**config.mk**
```make
export PLATFORM = sky130hd
export DESIGN_NAME = stopwatch_cmd_arbiter
export DESIGN_NICKNAME = d
export VERILOG_FILES = /design/src/rtl/stopwatch_cmd_arbiter.sv
export SDC_FILE = /design/constraint.sdc
export NUM_CORES = 1
export LEC_CHECK = 0
export CORE_MARGIN = 1.5
export CORE_UTILIZATION = 35
export CTS_CLUSTER_DIAMETER = 120
export DETAILED_ROUTE_END_ITERATION = 8
export MAX_ROUTING_LAYER = met4
export PLACE_DENSITY = 0.63
export SLEW_MARGIN = 40
export SYNTH_ARGS = -nofsm -noshare
export SYNTH_HDL_FRONTEND = slang
export SYNTH_SLANG_ARGS = --single-unit
```
**constraint.sdc**
```tcl
create_clock -name clk -period 3.5 [get_ports clk]
set_input_delay 0.35 -clock clk [delete_from_list [all_inputs] [get_ports clk]]
set_output_delay 0.35 -clock clk [all_outputs]
set_load 0.02 [all_outputs]
```
**src/rtl/stopwatch_cmd_arbiter.sv**
```systemverilog
// Stopwatch command front-end: debounced local buttons and a valid/ready remote port arbitrated
// into single-cycle one-hot commands. Remote port is built only when STOPWATCH_CMD_REMOTE_EN is defined.
module stopwatch_cmd_arbiter #(
  parameter int unsigned DEBOUNCE_CYCLES = 50000,
  parameter int unsigned GAP_CYCLES      = 4
) (
  input  logic       clk,
  input  logic       rst_n,
  input  logic [3:0] btn,
  input  logic [3:0] rem_cmd,
  input  logic       rem_valid,
  output logic       rem_ready,
  output logic [3:0] cmd,
  output logic       cmd_src,
  output logic       busy,
  output logic       rem_err
);

  typedef enum logic [1:0] {
    IDLE  = 2'd0,
    ISSUE = 2'd1,
    GAP   = 2'd2
  } state_t;

  localparam logic [15:0] DB_LAST   = 16'(DEBOUNCE_CYCLES - 1);
  localparam logic [7:0]  GAP_LOAD  = 8'(GAP_CYCLES - 1);
  localparam bit          NO_GAP    = (GAP_CYCLES == 0);
  localparam logic [3:0]  CMD_RESET = 4'b1000;

  function automatic logic is_onehot(input logic [3:0] v);
    return (v != 4'd0) && ((v & (v - 4'd1)) == 4'd0);
  endfunction

  logic [3:0]  cand_r;
  logic [3:0]  stable_r;
  logic [15:0] db_cnt_r;
  logic        local_req_s;

  logic        loc_full_r;
  logic [3:0]  loc_slot_r;
  logic        rem_full_s;
  logic [3:0]  rem_slot_s;

  state_t      state_r;
  state_t      state_nx;
  logic [7:0]  gap_cnt_r;
  logic [7:0]  gap_nx;
  logic [3:0]  cmd_r;
  logic [3:0]  cmd_nx;
  logic        cmd_src_r;
  logic        busy_r;
  logic        last_src_r;
  logic        issue_s;
  logic        pick_src_s;
  logic [3:0]  pick_cmd_s;
  logic        loc_clr_s;

  // A press is the settle edge that moves the stable value from idle to a single button.
  assign local_req_s = (btn == cand_r) && (db_cnt_r == DB_LAST) &&
                       (stable_r == 4'd0) && is_onehot(cand_r);

  // Debounce: candidate must hold for DEBOUNCE_CYCLES consecutive cycles.
  always_ff @(posedge clk or negedge rst_n) begin
    if (!rst_n) begin
      cand_r   <= 4'd0;
      stable_r <= 4'd0;
      db_cnt_r <= 16'd0;
    end else if (btn != cand_r) begin
      cand_r   <= btn;
      db_cnt_r <= 16'd0;
    end else if (db_cnt_r == DB_LAST) begin
      stable_r <= cand_r;
    end else begin
      db_cnt_r <= db_cnt_r + 16'd1;
    end
  end

  assign loc_clr_s = issue_s && !pick_src_s;

  // Local slot: a freed slot accepts a new press on the same edge; RESET always overwrites.
  always_ff @(posedge clk or negedge rst_n) begin
    if (!rst_n) begin
      loc_full_r <= 1'b0;
      loc_slot_r <= 4'd0;
    end else if (local_req_s && (loc_clr_s || !loc_full_r || (cand_r == CMD_RESET))) begin
      loc_full_r <= 1'b1;
      loc_slot_r <= cand_r;
    end else if (loc_clr_s) begin
      loc_full_r <= 1'b0;
    end
  end

`ifdef STOPWATCH_CMD_REMOTE_EN
  logic       rem_empty_r;
  logic [3:0] rem_slot_r;
  logic       rem_err_r;
  logic       rem_take_s;

  assign rem_take_s = rem_valid && rem_empty_r;

  // Remote slot: one entry, ready while empty; malformed commands are dropped and flagged.
  always_ff @(posedge clk or negedge rst_n) begin
    if (!rst_n) begin
      rem_empty_r <= 1'b1;
      rem_slot_r  <= 4'd0;
      rem_err_r   <= 1'b0;
    end else begin
      rem_err_r <= rem_take_s && !is_onehot(rem_cmd);
      if (rem_take_s && is_onehot(rem_cmd)) begin
        rem_empty_r <= 1'b0;
        rem_slot_r  <= rem_cmd;
      end else if (issue_s && pick_src_s) begin
        rem_empty_r <= 1'b1;
      end
    end
  end

  assign rem_full_s = !rem_empty_r;
  assign rem_slot_s = rem_slot_r;
  assign rem_ready  = rem_empty_r;
  assign rem_err    = rem_err_r;
`else
  logic unused_rem_s;
  assign unused_rem_s = ^{rem_cmd, rem_valid};
  assign rem_full_s   = 1'b0;
  assign rem_slot_s   = 4'd0;
  assign rem_ready    = 1'b0;
  assign rem_err      = 1'b0;
`endif

  // Winner selection: RESET first (local on a tie), then alternate against the last source.
  always_comb begin
    pick_src_s = 1'b0;
    if (loc_full_r && (loc_slot_r == CMD_RESET)) begin
      pick_src_s = 1'b0;
    end else if (rem_full_s && (rem_slot_s == CMD_RESET)) begin
      pick_src_s = 1'b1;
    end else if (loc_full_r && rem_full_s) begin
      pick_src_s = !last_src_r;
    end else if (rem_full_s) begin
      pick_src_s = 1'b1;
    end else begin
      pick_src_s = 1'b0;
    end
    pick_cmd_s = pick_src_s ? rem_slot_s : loc_slot_r;
  end

  // Next-state and command decode.
  always_comb begin
    state_nx = state_r;
    gap_nx   = gap_cnt_r;
    cmd_nx   = 4'd0;
    issue_s  = 1'b0;
    case (state_r)
      IDLE: begin
        if (loc_full_r || rem_full_s) begin
          issue_s  = 1'b1;
          cmd_nx   = pick_cmd_s;
          state_nx = ISSUE;
        end else begin
          state_nx = IDLE;
        end
      end
      ISSUE: begin
        if (NO_GAP) begin
          state_nx = IDLE;
        end else begin
          state_nx = GAP;
          gap_nx   = GAP_LOAD;
        end
      end
      GAP: begin
        if (gap_cnt_r == 8'd0) begin
          state_nx = IDLE;
        end else begin
          gap_nx = gap_cnt_r - 8'd1;
        end
      end
      default: begin
        state_nx = IDLE;
      end
    endcase
  end

  // FSM state and registered outputs.
  always_ff @(posedge clk or negedge rst_n) begin
    if (!rst_n) begin
      state_r    <= IDLE;
      gap_cnt_r  <= 8'd0;
      cmd_r      <= 4'd0;
      cmd_src_r  <= 1'b0;
      busy_r     <= 1'b0;
      last_src_r <= 1'b1;
    end else begin
      state_r   <= state_nx;
      gap_cnt_r <= gap_nx;
      cmd_r     <= cmd_nx;
      busy_r    <= (state_nx != IDLE);
      if (issue_s) begin
        cmd_src_r  <= pick_src_s;
        last_src_r <= pick_src_s;
      end
    end
  end

  assign cmd     = cmd_r;
  assign cmd_src = cmd_src_r;
  assign busy    = busy_r;

endmodule
```
# Word level (Yosys, flattened, before mapping)

Cells that the tools add are included.

Output and inout bits: 8
Logic and storage cells: 53
Register bits after elaboration: 44

Equal/unequal tests: 8
Add/sub/neg operators: 3
Reduce and logical (&&, ||, !) cells: 18
Mux-type cells: 13
Bitwise logic cells: 2

Operator list:

| cell                                             | number |
|---|---|
| two-way mux 16 bit                               | 2 |
| adder 16 x 1 -> 16 bit, second input constant    | 1 |
| == test 16 bit, second input constant            | 1 |
| one-hot mux 8 bit (2 select lines)               | 1 |
| logical NOT 4 bit                                | 2 |
| logical NOT 8 bit                                | 1 |
| two-way mux 4 bit                                | 2 |
| two-way mux 8 bit                                | 1 |
| subtractor 8 x 1 -> 8 bit, second input constant | 1 |
| one-hot mux 2 bit (3 select lines)               | 1 |
| nonzero test 2 bit                               | 3 |
| logical AND 1 bit                                | 5 |
| two-way mux 1 bit                                | 5 |
| bitwise AND 4 bit                                | 1 |
| == test 4 bit                                    | 1 |
| == test 4 bit, second input constant             | 1 |
| inequality test 2 bit, second input constant     | 2 |
| inequality test 4 bit                            | 1 |
| AND reduction 2 bit                              | 2 |
| nonzero test 4 bit                               | 1 |
| subtractor 4 x 1 -> 4 bit, second input constant | 1 |
| == test 2 x 1 -> 1 bit, second input constant    | 1 |
| == test 2 bit, second input constant             | 1 |
| logical NOT 2 bit                                | 1 |
| 4 further kinds                                  | 5 |

# Logic depth before layout (Yosys ltp)

Word-level depth: 7
Depth in mapped cells: 6

# Least setup slack after synthesis

Ideal clock, no wire load.

Path type: register to register
Start point: register db_cnt_r[12]
End point: register loc_slot_r[2]
Setup slack: 1.039 ns
Stages on the path, launching flop included: 6
Setup time: 0.125 ns
Data required time: 3.375 ns
Arrival time: 2.336 ns
Cells stage by stage: dfrtp_1 > or4_1 > or4_1 > buf_2 > a2111o_2 > mux2_4

Word-level cells in the longest chain between the ends: 5

Ends and longest elaborated chain:

| item                            | RTL line | RTL |
|---|---|---|
| start, declared                 | 36       | `logic [15:0] db_cnt_r;` |
| start signal, assigned          | 74       | `db_cnt_r <= db_cnt_r + 16'd1;` |
| == test 16 bit                  | 59       | `assign local_req_s = (btn == cand_r) && (db_cnt_r == DB_LAST) &&` |
| logical AND 1 bit (2 in series) | 59       |  |
| logical AND 1 bit               | 60       | `(stable_r == 4'd0) && is_onehot(cand_r);` |
| logical AND 1 bit               | 85       | `end else if (local_req_s && (loc_clr_s \|\| !loc_full_r \|\| (cand_r == CMD_RESET))) begin` |
| end signal, assigned            | 87       | `loc_slot_r <= cand_r;` |
| end, declared                   | 40       | `logic [3:0] loc_slot_r;` |

Every way passes these cells.
A chain may end at the register's enable or synchronous reset.

# Final worst setup path

Same ends and word-level chain as after synthesis.

==> flow_summary_export.csv <==
group,metric,value,unit
run_status,status,"finished, final reports clean",
layout,syn_to_final_growth,11.0,%
logic_synthesis,synth.ff_latch_count,44,
logic_synthesis,ys_warn_count,0,
setup_path,crit_chain,"or4_1, or4_1, a2111o_2, mux2_4",
routing,final_antenna_net_count,0,
global_routing,grt_util_all_layers,12.7,%
logic_synthesis,yosysSeqAreaShare,52.7,%
timing,drv_slew,0,
global_routing,first_global_vias,1308,
die,io_pins,19,
setup_path,cp_common_cell,"or4_1",
layout,fin_area,0.00232,sq mm
clocking,clk_path_buf_depth,2,
setup_path,crit_type,"register to register",
setup_path,cp.arrival,2.80,ns
routing,drcViolationCount,0,
global_routing,grtUsageMet3,3.41,%
layout,n_antenna_cell,0,
routing,vias,1378,
logic_synthesis,synth_top_area_cell,"dfrtp_1",
die,dieArea,0.00644,sq mm
timing,worst_pin_slew,0.548,ns
clocking,clk_pin_slew,0.09,ns
global_routing,grt_use_met1,16.4,%
timing,rsz0062_at_grt,"false",
setup_path,ff2ff_setup_slack,0.89,ns
worst_hold_path,worstHoldPathType,"input port to asynchronous set/reset pin",
timing,setup_viol,0,
layout,drive_gt1_share,10.3,%
die,initial_utilization,37.0,%
place,place.gp.congestion,0.805,
power,vdd_drop_max,0.176,mV
clocking,cts.sinks,44,
global_routing,met2_usage,18.5,%
die,die_w,80.2,microns
global_routing,grt_max_degree,45,
clocking,holdBufCountCts,0,
timing,slew-limit-headroom,63.1,%
power,p_leak,1.01,nW
clocking,post_cts_resized,0,
timing,max_freq,383,MHz
timing,hold_ws,0.0266,ns
routing,wire_per_inst,12.4,microns
setup_path,cp-start-kind,"register",
place,dp_hpwl,2260,microns
setup_path,max_stage_delay,0.63,ns
timing,hold_viol_final,0,
power,power_density,375,mW/mm^2
logic_synthesis,syn_inst,196,
setup_path,crit_path_start,"db_cnt_r[12]$_DFFE_PN0N_",
place,port_buffers,10,
logic_synthesis,syn-cell-area,0.00209,sq mm
setup_path,required,3.69,ns
setup_path,crit_end,"loc_slot_r[2]$_DFFE_PN0P_",
clocking,cts_root_buffer,"clkbuf_8",
die,rows,27,
routing,vias_per_cell,4.99,
global_routing,busiest_layer,"met2",
setup_path,cp_slowest_cell,"or4_1",
setup_path,endpoint_kind,"register",
logic_synthesis,ys_top_cells_by_area,"dfrtp_1 53%, xnor2_1 3.4%, xor2_1 2.9%, a21oi_1 2.9%, mux2_4 2.9%",
routing,drt_first_pass_iters,4,
layout,fin_nets,216,
clocking,numCtsBuffers,5,
clocking,clock_latency,0.30,ns
die,core,0.00564,sq mm
power,p_total,0.868,mW
logic_synthesis,synth.most_common_cell,"dfrtp_1",
logic_synthesis,synth_area_per_cell,10.7,sq um
logic_synthesis,synth_edf_count,0,
logic_synthesis,synth_top_flop_cell,"dfrtp_1",
setup_path,worstPathMaxFanout,5,
logic_synthesis,synthArstFlopShare,100,%
place,dpl_cell_area,0.00223,sq mm
timing,timing.final.crit_share,74.6,%
global_routing,grt_pass1_wl,6090,microns
run,cap_violations,0,
clocking,postCtsSetupRepairBufs,0,
logic_synthesis,synthDistinctLibCells,37,
global_routing,grt.overflow.total,0,
timing,fin_worst_skew,0.00963,ns
timing,finalCriticalPeriod,2.61,ns
setup_path,rr_startpoint,"db_cnt_r[12]$_DFFE_PN0N_",
logic_synthesis,netlist.area_leader.share,52.7,%
global_routing,antenna_found_initial,0,
die,fp.dieH,80.2,microns
setup_path,rr_endpoint,"loc_slot_r[2]$_DFFE_PN0P_",
routing,drt_first_iter_violations,65,
routing,routed_wirelength,3420,microns
timing,timing.setup.tns,0,ns
clocking,cts_tree,"built",
clocking,cts_max_level,2,
setup_path,r2r_cells,4,
logic_synthesis,synth_top_cells_by_count,"44 x dfrtp_1, 13 x nor2_1, 12 x a21oi_1, 10 x o21ai_0",
## placed cells by master (no fill, tap or decap), types with 5 or more instances in the layout
cell type | synthesis | final
xor2_1 | 7 | 7
nand3_1 | 7 | 7
a21oi_1 | 12 | 12
o21ai_0 | 10 | 10
inv_1 | 6 | 6
and2_1 | 6 | 6
clkbuf_8 | 0 | 5
xnor2_1 | 8 | 8
nand2_1 | 9 | 9
or3_1 | 8 | 8
dfrtp_1 | 44 | 44
nor2_1 | 13 | 13
clkdlybuf4s50_1 | 0 | 9
## per-layer routing
metal	vias to the layer above	wire [microns]
met2	32	1540
met4	0	35
met5	-	0
li1	699	-
met3	4	149
met1	643	1700
## flip-flops by register name, summed over array words and instances, names as in the netlist
| signal | cells |
|---|---|
| busy | 1 |
| cand_r | 4 |
| cmd | 4 |
| db_cnt_r | 16 |
| gap_cnt_r | 8 |
| loc_full_r | 1 |
| loc_slot_r | 4 |
| stable_r | 4 |
| state_r | 2 |
## logic make-up after synthesis
logic type               after synthesis  synth area share [%]
XOR/XNOR                              15                  6.29
flip-flops                            44                  52.7
adder cells (fa/ha/maj)                2                  1.20
AND/OR/NAND/NOR                       75                  20.8
multiplexers                          12                  6.95
buffers and inverters                 19                  4.01
AO/OA/AOI/OAI                         28                  7.85
other                                  1                 0.180
## worst min-delay path by stage
| stage | slack, ns | to | start | depth (start not counted) |
|---|---|---|---|---|
| 6_report | 0.03 | cmd[1]$_DFF_PN0_ | rst_n | 1 |
| 3_3_place_gp | 0.47 | gap_cnt_r[7]$_DFFE_PN0P_ | gap_cnt_r[7]$_DFFE_PN0P_ | 1 |
| 3_5_place_dp | 0.39 | cmd[1]$_DFF_PN0_ | rst_n | 1 |
| 4_1_cts | 0.05 | cmd[1]$_DFF_PN0_ | rst_n | 1 |
| 2_1_floorplan | 0.05 | busy$_DFF_PN0_ | rst_n | 0 |
| 5_1_grt | 0.08 | cmd[1]$_DFF_PN0_ | rst_n | 1 |
## metrics by stage
stage,instances,utilization [%],setup WS [ns]
final,276,41.1,0.890
after global routing,276,41.1,0.839
after CTS,276,41.1,0.888
after detailed placement,268,39.5,0.891
after global placement,268,39.5,0.921
after floorplan,198,-,1.04
## worst max-delay path, delay by kind of cell, from the launching register on
| family | cells | cell delay (ns) |
|---|---|---|
| flip-flops | 1 | 0.42 |
| AO/OA/AOI/OAI | 1 | 0.57 |
| multiplexers | 1 | 0.32 |
| AND/OR/NAND/NOR | 2 | 1.20 |
## where the power goes
part	total [mW]	switching (mW)	internal, mW
Combinational	0.0335	0.0207	0.0128
Clock	0.317	0.178	0.139
Sequential	0.518	0.00679	0.511
## layout make-up
cell class                 instances  area [sq um]
fill                             536          3320
tap                               72          90.1
clock buffer                       5          68.8
timing repair buffer              11           105
clock inverter                     3          18.8
sequential                        44          1100
inverter                           6          22.5
multi-input combinational        135           911
No activity file was read; power rests on OpenSTA's default activity.
==> variant (same flow settings) <==
Build with the macro `STOPWATCH_CMD_REMOTE_EN` defined.
--- a/src/rtl/stopwatch_cmd_arbiter.sv
+++ b/src/rtl/stopwatch_cmd_arbiter.sv
@@ -2,2 +2,4 @@
 // into single-cycle one-hot commands. Remote port is built only when STOPWATCH_CMD_REMOTE_EN is defined.
+`define STOPWATCH_CMD_REMOTE_EN
+
 module stopwatch_cmd_arbiter #(
Function: changed (Yosys sat finds a counterexample within 4 cycles, from zero or initial values and one cycle with rst_n low).
==> variant against the original RTL <==
The run now ends with hold timing left. Clock skew about the same. Sequential cell count is 8 higher. Routed wire length increased by 15%. Sequential share of layout area is 1.8 points lower. Cell area increased by 23%. Via count is 13% higher. Worst setup slack improved by 0.63 ns. Area after synthesis increased by 18%. Critical endpoint is now loc_slot_r[0].
Power is not compared: it rests on default switching activity, and its combinational part moved more than twofold at a synthesized area within 25%.
==> variant: results (changes against the original RTL) <==
----------------------------------------------------
[Status]
  Status ... finished, violations left
  Violated checks ... hold timing

[Yosys]
  Multiplexer share of the synthesized area ... 7.739% (+0.79 points)
  Compound-cell area share of the yosys netlist ... 6.568% (-1.3 points)
  Syn Inst Count ... 217 (+11%)
  XOR/XNOR Fraction of Synth Area ... 7.841% (+1.5 points)
  Most area-consuming cells after synthesis ... sky130_fd_sc_hd__dfrtp_1, sky130_fd_sc_hd__nor2_1, sky130_fd_sc_hd__xor2_1
  Unique cell type count in the Yosys netlist ... 43 (+16%)
  Synthesized netlist net count ... 230
  List of most frequent post-synthesis cells ... sky130_fd_sc_hd__dfrtp_1, sky130_fd_sc_hd__nor2_1, sky130_fd_sc_hd__nand2_1
  Share of the yosys chip area belonging to registers ... 53.05% (+0.33 points)
  Adder-cell area share of the yosys netlist ... 1.018% (-0.18 points)

[STA]
  Max Clock Skew ... 0.009734 ns (+0.0001026 ns)
  Hold slack ... -0.01391 ns (-0.04047 ns)
  Worst-Margin Slew ... 0.5821 ns (+0.03368 ns)
  Final hold vios ... 20 (+20)

[Finish]
  Filler Cells Inserted ... 662 (+24%)
  Non-Filler Instances ... 332 (+20%)
  Post-layout nets ... 248 (+15%)
  Share of final-layout standard cells stronger than drive strength 1 ... 15.25% (+5.0 points)

[GRT]
  Vias in the first global route ... 1544 (+18%)
  Total GRT Usage ... 12.34% (-0.31 points)
  Maximum number of pins on one net before global-route repair ... 33 (-27%)
  Wire length of the first global-routing pass ... 7141 um (+17%)

[Worst hold path]
  Worst hold path class ... in2async

[Drt]
  Vias/cell ... 4.702 (-5.8%)
  Average wire length per cell after detail routing ... 11.87 um (-4.2%)
  Initial drt markers ... 100 (+54%)

[Worst setup path]
  Data arrival time at the worst-slack endpoint ... 2.17 ns (-0.63 ns)
  CP max FO ... 17 (+12)

[Placement]
  Detailed-placement wirelength estimate ... 2844 um (+26%)
  Placement-stage cell area ... 0.002715 sq mm (+22%)
  Final estimated routing congestion in global placement ... 0.7717 (-4.1%)
  Number of cells after detailed placement ... 324 (+21%)
  Input/output buffers ... 18 (+8)
  DP Worst Slack ... 1.161 ns (+0.2699 ns)

[Power]
  Static leakage ... 1.235 nW
  Worst vdd ir ... between 0.0003 and 0.0004 V

[Clock tree]
  Maximum count of clock buffers along a single path ... 2 (unchanged)
  CTS H-Tree Depth ... 2 (unchanged)
  Register clock-pin slew on the reported worst setup and hold paths ... around 0.1 ns
  Gates resized, CTS repair ... 0 (unchanged)

----------------------------------------------------
variant: cell types whose count changed after synthesis, sizes merged, moves of 5 or more:
cell / change
and2: -6
o21ai: -5
dfrtp: +6
xor2: +6
nor2: +19
nand2: +6
variant: worst max-delay path, stage by stage:
cell                              delay (ns)
sky130_fd_sc_hd__clkdlybuf4s50_1        0.44
sky130_fd_sc_hd__xnor2_1                0.26
sky130_fd_sc_hd__nand4_4                0.32
sky130_fd_sc_hd__nor2_8                 0.26
sky130_fd_sc_hd__o2111ai_4              0.19
sky130_fd_sc_hd__mux2_4                 0.35
variant: area by class of cell:
type | instances | area (sq um) | area share, %
repair buffers | 19 | 182.7 | 6.403
multi-input cells | 152 | 1090 | 38.20
well taps | 96 | 120.1 | 4.211
inverters | 5 | 18.77 | 0.6579
clock buffers | 5 | 68.82 | 2.412
flip-flops and latches | 52 | 1304 | 45.70
clock inverters | 3 | 68.82 | 2.412
variant: metal layers:
| layer | share of wire (%) | track usage, % |
|---|---|---|
| met5 | 0 | - |
| met4 | 0.96 | 3.959 |
| met3 | 2.5 | 2.571 |
| met2 | 47 | 18.46 |
| met1 | 49 | 16.78 |
variant: final timing paths:
| check | start | slack, ns | end | depth (start not counted) |
|---|---|---|---|---|
| setup / recovery | btn[3] | 1.52 | loc_slot_r[0] | 6 |
| hold / removal | rst_n | -0.01 | stable_r[2] | 1 |
| setup reg to reg | cand_r[2] | 1.53 | loc_slot_r[0] | 5 |
| hold reg to reg | gap_cnt_r[6] | 0.48 | gap_cnt_r[6] | 1 |
| max in group asynchronous | rst_n | 2.72 | last_src_r | 2 |
| min in group clk | gap_cnt_r[6] | 0.48 | gap_cnt_r[6] | 1 |
variant: power by group:
part	internal (mW)	total [mW]	switching, mW
clock network	0.288	0.487	0.199
registers	0.705	0.781	0.0765
logic	0.181	0.382	0.201
